## config.mk

```make
export PLATFORM = sky130hd
export DESIGN_NAME = fifo_flow_control_unit_flat
export DESIGN_NICKNAME = d
export VERILOG_FILES = /design/src/rtl/fifo_flow_control_unit_if.sv /design/src/rtl/fifo_flow_control_unit.sv /design/src/flat_wrapper.sv
export SDC_FILE = /design/constraint.sdc
export NUM_CORES = 1
export LEC_CHECK = 0
export ABC_AREA = 1
export BUFFER_PORTS_ARGS = -buffer_cell sky130_fd_sc_hd__buf_2
export CORE_ASPECT_RATIO = 1.25
export CORE_UTILIZATION = 50
export DETAILED_ROUTE_END_ITERATION = 8
export GPL_TIMING_DRIVEN = 0
export PLACE_DENSITY = 0.76
export SLEW_MARGIN = 0
export SYNTH_ARGS = -nofsm -noshare
export SYNTH_HDL_FRONTEND = slang
export SYNTH_SLANG_ARGS = --single-unit
```

## constraint.sdc

```tcl
create_clock -name clk -period 1.9 [get_ports clk]
set_clock_uncertainty 0.15 [all_clocks]
set_input_delay 0.57 -clock clk [delete_from_list [all_inputs] [get_ports clk]]
set_output_delay 0.57 -clock clk [all_outputs]
set_load 0.03 [all_outputs]
```

## src/rtl/fifo_flow_control_unit_if.sv

```systemverilog
// Handshake and status bundle between a FIFO storage array and its flow-control unit.
// The master side issues push/pop/clear requests; the slave side returns acks, pointers and flags.
interface fifo_flow_control_unit_if #(
   parameter int BUFFER_DEPTH = 8
);
   localparam int ADDR_WIDTH  = $clog2(BUFFER_DEPTH);
   localparam int COUNT_WIDTH = $clog2(BUFFER_DEPTH + 1);

   logic                   write_strobe_din;
   logic                   read_strobe_din;
   logic                   error_clear_din;
   logic                   write_ack_dout;
   logic                   read_ack_dout;
   logic [ADDR_WIDTH-1:0]  write_addr_dout;
   logic [ADDR_WIDTH-1:0]  read_addr_dout;
   logic [COUNT_WIDTH-1:0] count_dout;
   logic                   full_dout;
   logic                   empty_dout;
   logic                   almost_full_dout;
   logic                   almost_empty_dout;
   logic                   overflow_dout;
   logic                   underflow_dout;

   modport master (
      output write_strobe_din, read_strobe_din, error_clear_din,
      input  write_ack_dout, read_ack_dout, write_addr_dout, read_addr_dout,
      input  count_dout, full_dout, empty_dout, almost_full_dout, almost_empty_dout,
      input  overflow_dout, underflow_dout
   );

   modport slave (
      input  write_strobe_din, read_strobe_din, error_clear_din,
      output write_ack_dout, read_ack_dout, write_addr_dout, read_addr_dout,
      output count_dout, full_dout, empty_dout, almost_full_dout, almost_empty_dout,
      output overflow_dout, underflow_dout
   );
endinterface

```

## src/rtl/fifo_flow_control_unit.sv

```systemverilog
// FIFO pointer/occupancy controller: accepts push/pop requests, wraps pointers at BUFFER_DEPTH,
// and keeps registered level flags plus sticky overflow/underflow flags.
module fifo_flow_control_unit #(
   parameter int BUFFER_DEPTH       = 8,
   parameter int ALMOST_FULL_LEVEL  = BUFFER_DEPTH - 1,
   parameter int ALMOST_EMPTY_LEVEL = 1
) (
   input  logic                  clk,
   input  logic                  reset,
   fifo_flow_control_unit_if.slave bus
);
   localparam int ADDR_WIDTH  = $clog2(BUFFER_DEPTH);
   localparam int COUNT_WIDTH = $clog2(BUFFER_DEPTH + 1);

   localparam logic [ADDR_WIDTH-1:0]  LAST_ADDR = ADDR_WIDTH'(BUFFER_DEPTH - 1);
   localparam logic [ADDR_WIDTH-1:0]  ADDR_ONE  = ADDR_WIDTH'(1);
   localparam logic [COUNT_WIDTH-1:0] DEPTH_C   = COUNT_WIDTH'(BUFFER_DEPTH);
   localparam logic [COUNT_WIDTH-1:0] COUNT_ONE = COUNT_WIDTH'(1);
   localparam logic                   AF_RESET  = (0 >= ALMOST_FULL_LEVEL);
   localparam logic                   AE_RESET  = (0 <= ALMOST_EMPTY_LEVEL);

   logic [ADDR_WIDTH-1:0]  wr_ptr_q, wr_ptr_d;
   logic [ADDR_WIDTH-1:0]  rd_ptr_q, rd_ptr_d;
   logic [COUNT_WIDTH-1:0] count_q, count_d;
   logic                   full_q, empty_q, almost_full_q, almost_empty_q;
   logic                   overflow_q, overflow_d;
   logic                   underflow_q, underflow_d;
   logic                   push, pop;

   always_comb begin
      // Acks are forced low while reset is held so the storage array never sees a stray write.
      pop  = !reset && bus.read_strobe_din && !empty_q;
      push = !reset && bus.write_strobe_din && (!full_q || pop);

      wr_ptr_d = wr_ptr_q;
      if (push) wr_ptr_d = (wr_ptr_q == LAST_ADDR) ? '0 : wr_ptr_q + ADDR_ONE;

      rd_ptr_d = rd_ptr_q;
      if (pop) rd_ptr_d = (rd_ptr_q == LAST_ADDR) ? '0 : rd_ptr_q + ADDR_ONE;

      count_d = count_q;
      if (push && !pop)      count_d = count_q + COUNT_ONE;
      else if (pop && !push) count_d = count_q - COUNT_ONE;

      // Set beats clear when both happen in the same cycle.
      overflow_d = overflow_q;
      if (bus.write_strobe_din && !push) overflow_d = 1'b1;
      else if (bus.error_clear_din)      overflow_d = 1'b0;

      underflow_d = underflow_q;
      if (bus.read_strobe_din && !pop) underflow_d = 1'b1;
      else if (bus.error_clear_din)    underflow_d = 1'b0;
   end

   always_ff @(posedge clk or posedge reset) begin
      if (reset) begin
         wr_ptr_q       <= '0;
         rd_ptr_q       <= '0;
         count_q        <= '0;
         full_q         <= 1'b0;
         empty_q        <= 1'b1;
         almost_full_q  <= AF_RESET;
         almost_empty_q <= AE_RESET;
         overflow_q     <= 1'b0;
         underflow_q    <= 1'b0;
      end else begin
         wr_ptr_q       <= wr_ptr_d;
         rd_ptr_q       <= rd_ptr_d;
         count_q        <= count_d;
         full_q         <= (count_d == DEPTH_C);
         empty_q        <= (count_d == '0);
         almost_full_q  <= (int'(count_d) >= ALMOST_FULL_LEVEL);
         almost_empty_q <= (int'(count_d) <= ALMOST_EMPTY_LEVEL);
         overflow_q     <= overflow_d;
         underflow_q    <= underflow_d;
      end
   end

   assign bus.write_ack_dout    = push;
   assign bus.read_ack_dout     = pop;
   assign bus.write_addr_dout   = wr_ptr_q;
   assign bus.read_addr_dout    = rd_ptr_q;
   assign bus.count_dout        = count_q;
   assign bus.full_dout         = full_q;
   assign bus.empty_dout        = empty_q;
   assign bus.almost_full_dout  = almost_full_q;
   assign bus.almost_empty_dout = almost_empty_q;
   assign bus.overflow_dout     = overflow_q;
   assign bus.underflow_dout    = underflow_q;
endmodule

```

## src/flat_wrapper.sv

```systemverilog
// flat-port wrapper written by rule: the top's interface ports become plain ports
module fifo_flow_control_unit_flat 
#(
   parameter int BUFFER_DEPTH       = 8,
   parameter int ALMOST_FULL_LEVEL  = BUFFER_DEPTH - 1,
   parameter int ALMOST_EMPTY_LEVEL = 1
)
  (clk, reset, bus_write_strobe_din, bus_read_strobe_din, bus_error_clear_din, bus_write_ack_dout, bus_read_ack_dout, bus_write_addr_dout, bus_read_addr_dout, bus_count_dout, bus_full_dout, bus_empty_dout, bus_almost_full_dout, bus_almost_empty_dout, bus_overflow_dout, bus_underflow_dout);
  fifo_flow_control_unit_if #(.BUFFER_DEPTH(BUFFER_DEPTH)) bus_i ();
  input  logic clk;
  input  logic reset;
  input wire logic [$bits(bus_i.write_strobe_din)-1:0] bus_write_strobe_din;
  input wire logic [$bits(bus_i.read_strobe_din)-1:0] bus_read_strobe_din;
  input wire logic [$bits(bus_i.error_clear_din)-1:0] bus_error_clear_din;
  output wire logic [$bits(bus_i.write_ack_dout)-1:0] bus_write_ack_dout;
  output wire logic [$bits(bus_i.read_ack_dout)-1:0] bus_read_ack_dout;
  output wire logic [$bits(bus_i.write_addr_dout)-1:0] bus_write_addr_dout;
  output wire logic [$bits(bus_i.read_addr_dout)-1:0] bus_read_addr_dout;
  output wire logic [$bits(bus_i.count_dout)-1:0] bus_count_dout;
  output wire logic [$bits(bus_i.full_dout)-1:0] bus_full_dout;
  output wire logic [$bits(bus_i.empty_dout)-1:0] bus_empty_dout;
  output wire logic [$bits(bus_i.almost_full_dout)-1:0] bus_almost_full_dout;
  output wire logic [$bits(bus_i.almost_empty_dout)-1:0] bus_almost_empty_dout;
  output wire logic [$bits(bus_i.overflow_dout)-1:0] bus_overflow_dout;
  output wire logic [$bits(bus_i.underflow_dout)-1:0] bus_underflow_dout;
  assign bus_i.write_strobe_din = bus_write_strobe_din;
  assign bus_i.read_strobe_din = bus_read_strobe_din;
  assign bus_i.error_clear_din = bus_error_clear_din;
  assign bus_write_ack_dout = bus_i.write_ack_dout;
  assign bus_read_ack_dout = bus_i.read_ack_dout;
  assign bus_write_addr_dout = bus_i.write_addr_dout;
  assign bus_read_addr_dout = bus_i.read_addr_dout;
  assign bus_count_dout = bus_i.count_dout;
  assign bus_full_dout = bus_i.full_dout;
  assign bus_empty_dout = bus_i.empty_dout;
  assign bus_almost_full_dout = bus_i.almost_full_dout;
  assign bus_almost_empty_dout = bus_i.almost_empty_dout;
  assign bus_overflow_dout = bus_i.overflow_dout;
  assign bus_underflow_dout = bus_i.underflow_dout;
  fifo_flow_control_unit #(.BUFFER_DEPTH(BUFFER_DEPTH), .ALMOST_FULL_LEVEL(ALMOST_FULL_LEVEL), .ALMOST_EMPTY_LEVEL(ALMOST_EMPTY_LEVEL)) u_core (.clk(clk), .reset(reset), .bus(bus_i));
endmodule
```

Word-level counts from Yosys, hierarchy flattened
Cells that the tools add are included.

Register bits after elaboration: 16. Input port bits: 5.

Add/sub/neg operators: 4. Magnitude comparators: 2. Eq/ne operators: 3. Mux-type cells: 7. Reduce and logical (&&, ||, !) cells: 17.

Operators with widths (count): logical AND 1 bit (8); two-way mux 4 bit (2); adder 3 x 1 -> 3 bit, second input constant (2); == test 3 bit, second input constant (2); two-way mux 3 bit (2); zero test 1 bit (5); adder 4 x 1 -> 4 bit, second input constant (1); == test 4 bit, second input constant (1); >= comparator 4 x 3 -> 1 bit, second input constant (1); <= comparator 4 x 1 -> 1 bit, second input constant (1); zero test 4 bit (1); nonzero test 2 bit (2); subtractor 4 x 1 -> 4 bit, second input constant (1); two-way mux 1 bit (3); logical OR 1 bit (1).

Depth between registers and ports, before layout
Depth after elaboration: 10. Depth in mapped cells: 10. Mapped depth without buffers: 10.

Worst setup path after synthesis
No wires, ideal clock.

Kind: in2out. Start: input port reset. End: output port bus_read_ack_dout. Data arrival time: 1.247 ns. Setup slack: -0.067 ns. Cell stages on the path: 3. Path through: inv_2 > nand3b_4 > inv_1.

Cells in the longest elaborated chain, start to end: 3.

Ends and longest elaborated chain: start: declaration (line flat_wrapper.sv:11) `input logic reset;`; zero test 1 bit (line fifo_flow_control_unit.sv:32) `pop = !reset && bus.read_strobe_din && !empty_q;`; logical AND 1 bit (2 in series) (line fifo_flow_control_unit.sv:32); end: declaration (line flat_wrapper.sv:16) `output wire logic [$bits(bus_i.read_ack_dout)-1:0] bus_read_ack_dout;`.

No other way between the ends.

Final worst setup path
Start: register u_core.empty_q, in the netlist u_core.bus.empty_dout. End: output port bus_read_ack_dout.

Cells in the longest elaborated chain, start to end: 2.

Ends and longest elaborated chain: start: declaration (line fifo_flow_control_unit.sv:25) `logic full_q, empty_q, almost_full_q, almost_empty_q;`; start signal: assignment (line fifo_flow_control_unit.sv:71) `empty_q <= (count_d == '0);`; zero test 1 bit (line fifo_flow_control_unit.sv:32); logical AND 1 bit (line fifo_flow_control_unit.sv:32).

No other way between the ends.

==> flow_metrics.tcl <==
set metrics [dict create \
    status "finished, violations left" \
    violations "negative setup slack" \
    drc 0 \
    path_cells "nand3b_4 -> clkinvlp_4 -> buf_6" \
    tightest_slew_ns 0.1847 \
    slew-limit-headroom_pct 87.68 \
    avgSynthCellArea_um2 8.528 \
    grt_use_total_pct 23.84 \
    clkSinkCount 16 \
    gp_congestion 0.8206 \
    area_growth_pct 31.91 \
    power_leakage_uw 0.0006592 \
    wl_um 1826 \
    synth_top_area_share_pct 39.89 \
    ys_seq_elements 16 \
    yosys-top-cells-area "dfrtp_1, nand2_1, ha_1" \
    cts_tree "built" \
    fp.coreArea_um2 1602 \
    num_vias 787 \
    cts.clk_slew.worst_paths_ns 0.10 \
    synth_cell_types 21 \
    htree_levels 1 \
    die_x_um 39.49 \
    yosys.area_share.simple_pct 31.48 \
    yosysSeqAreaShare_pct 45.87 \
    synth_mux_area_share_pct 0 \
    finish.utilization_pct 72.34 \
    start_util_pct 54.84 \
    io_pins 23 \
    vias_per_cell 5.013 \
    synthAdderAreaFrac_pct 8.547 \
    diodes 0 \
    min_path_type "in -> async" \
    r2r_start "u_core.bus.empty_dout$_DFF_PP1_" \
    nNetsFinal 151 \
    cp_top_family "flip-flops" \
    dp_hpwl_um 1254 \
    wl_per_cell_um 11.63 \
    first_iter_violations 7 \
    insertion_delay_ns 0.30 \
    worstSetupPathType "reg -> out" \
    rsz0062_at_grt "yes" \
    crit_fanout 3 \
    syn_nets 114 \
    die-area_um2 1929 \
    synth_area_um2 878.3 \
    fmax_ghz 0.5064 \
    drv_cap 0 \
    vdd_ir_drop_max_mv 1.280 \
    drive_gt1_share_pct 41.01 \
    reg2reg_depth 8 \
    synth_top_family_by_area "simple AND/OR/NAND/NOR gates" \
    finalWorstSetupSlack_ns -0.07457 \
    arrival_ns 1.25 \
    yosys_warnings 0 \
    rows 16 \
    clk_path_buf_depth 2 \
    grt_max_degree 20 \
    rrSetupSlack_ns 0.14 \
    grt_pass1_vias 811 \
    final_cell_mix "nand2_1, buf_2, dfrtp_1" \
    endpoint_kind "output port" \
    syn-instance-count 103 \
    grt-ovfl-total 0 \
    place_ws_ns -0.3817 \
    crit_start "u_core.bus.empty_dout$_DFF_PP1_" \
    yosys.area_share.xor_xnor_pct 0.9972 \
    min_period_ns 1.975 \
    mostFrequentLayoutCell "nand2_1" \
    antenna_found_initial 0 \
    die_h_um 48.86 \
    required_ns 1.18 \
    yosysTopAreaCell "dfrtp_1" \
    cts-root-buf "clkbuf_4" \
    hold_viol 0 \
    setup_viol 2 \
    pwr_density_cell_nw_per_um2 1600 \
    numCtsBuffers 3 \
    synth_compound_area_share_pct 6.125 \
    cp_slowest_cell "dfstp_2" \
    ant_nets 0 \
    grt_pass1_wl_um 3256 \
    setup_tns_ns -0.1332 \
    crit_buf_inv 2 \
    finalMaxSlewViolations 0 \
    power_uw 1854 \
    r2r-end "u_core.bus.write_addr_dout[0]$_DFFE_PP0P_" \
    drtPass1Iterations 4 \
    io_buffers 22 \
    cpPeakStageDelay_ns 0.58 \
    fin_crit_sh_pct 103.9 \
    start_kind "register" \
]
[synthesized netlist by cell type, drive strengths merged]
master and instances:
dfstp 2, o21a 2, nand3b 2, inv 15, xor2 1, ha 6, nand2 37, o22ai 2
o21bai 1, nand4 3, nand3 7, nor2 7, dfrtp 14, clkinv 1, o21ai 3
[flip-flops by register name (all words and copies together) (netlist names)]
signal                        flops
u_core.bus.underflow_dout         1
u_core.bus.full_dout              1
u_core.bus.read_addr_dout         3
u_core.bus.almost_empty_dout      1
u_core.bus.overflow_dout          1
u_core.bus.almost_full_dout       1
u_core.bus.empty_dout             1
u_core.bus.count_dout             4
u_core.bus.write_addr_dout        3
[area by class of cell]
cell class | count | area [um2]
Tap cell | 18 | 22.52
Timing Repair Buffer | 32 | 197.7
Clock buffer | 4 | 36.28
Sequential cell | 16 | 402.9
Fill cell | 132 | 442.9
Inverter | 16 | 72.57
Multi-Input combinational cell | 71 | 426.7
[routing by layer]
metal | wire, um | track usage (%)
met5 | 0 | 0
met4 | 31 | 8.621
met3 | 54 | 4.110
met2 | 1015 | 42.08
met1 | 725 | 26.73
[kinds of logic after synthesis]
| group | Yosys count |
|---|---|
| buffers and inverters | 16 |
| AO/OA/AOI/OAI | 8 |
| XOR/XNOR | 1 |
| flip-flops | 16 |
| AND/OR/NAND/NOR | 56 |
| adder cells (fa/ha/maj) | 6 |
[how the worst max path moves through the flow]
stage / to / slack, ns / cells after the start
floorplan: bus_read_ack_dout / 0.009 / 3
global placement: bus_read_ack_dout / -0.37 / 5
detailed placement: bus_read_ack_dout / -0.38 / 5
CTS: bus_write_ack_dout / -0.08 / 4
global route: bus_read_ack_dout / -0.13 / 3
finish: bus_read_ack_dout / -0.07 / 3
[worst register-to-register path: stages (launching register included)]
cell     delay [ns]
dfstp_2        0.58
nor2_4         0.04
o21ai_2        0.13
inv_2          0.06
buf_4          0.13
buf_4          0.12
buf_4          0.12
buf_4          0.14
o21a_1         0.19
[power breakdown]
| part | switching [uW] | internal, uW |
|---|---|---|
| registers | 124 | 489 |
| logic | 666 | 345 |
| clock network | 114 | 117 |
[stage by stage]
stage	hold WS, ns	instances	instance area, um2
after floorplan	0.2746	103	882.1
after global placement	0.3386	143	1015
after detailed placement	0.3488	143	1015
after CTS	0.05357	157	1156
after global routing	0.03630	157	1159
final	0.04778	157	1159
[timing repair]
item                       in CTS  in global routing
hold buffers                    0                  0
hold endpoints to repair        0                  0
pin swaps                       2                  2
setup buffers                  10                  2
gates resized for setup        10                  2
setup endpoints to repair       2                  6
(Power assumes the default switching activity.)
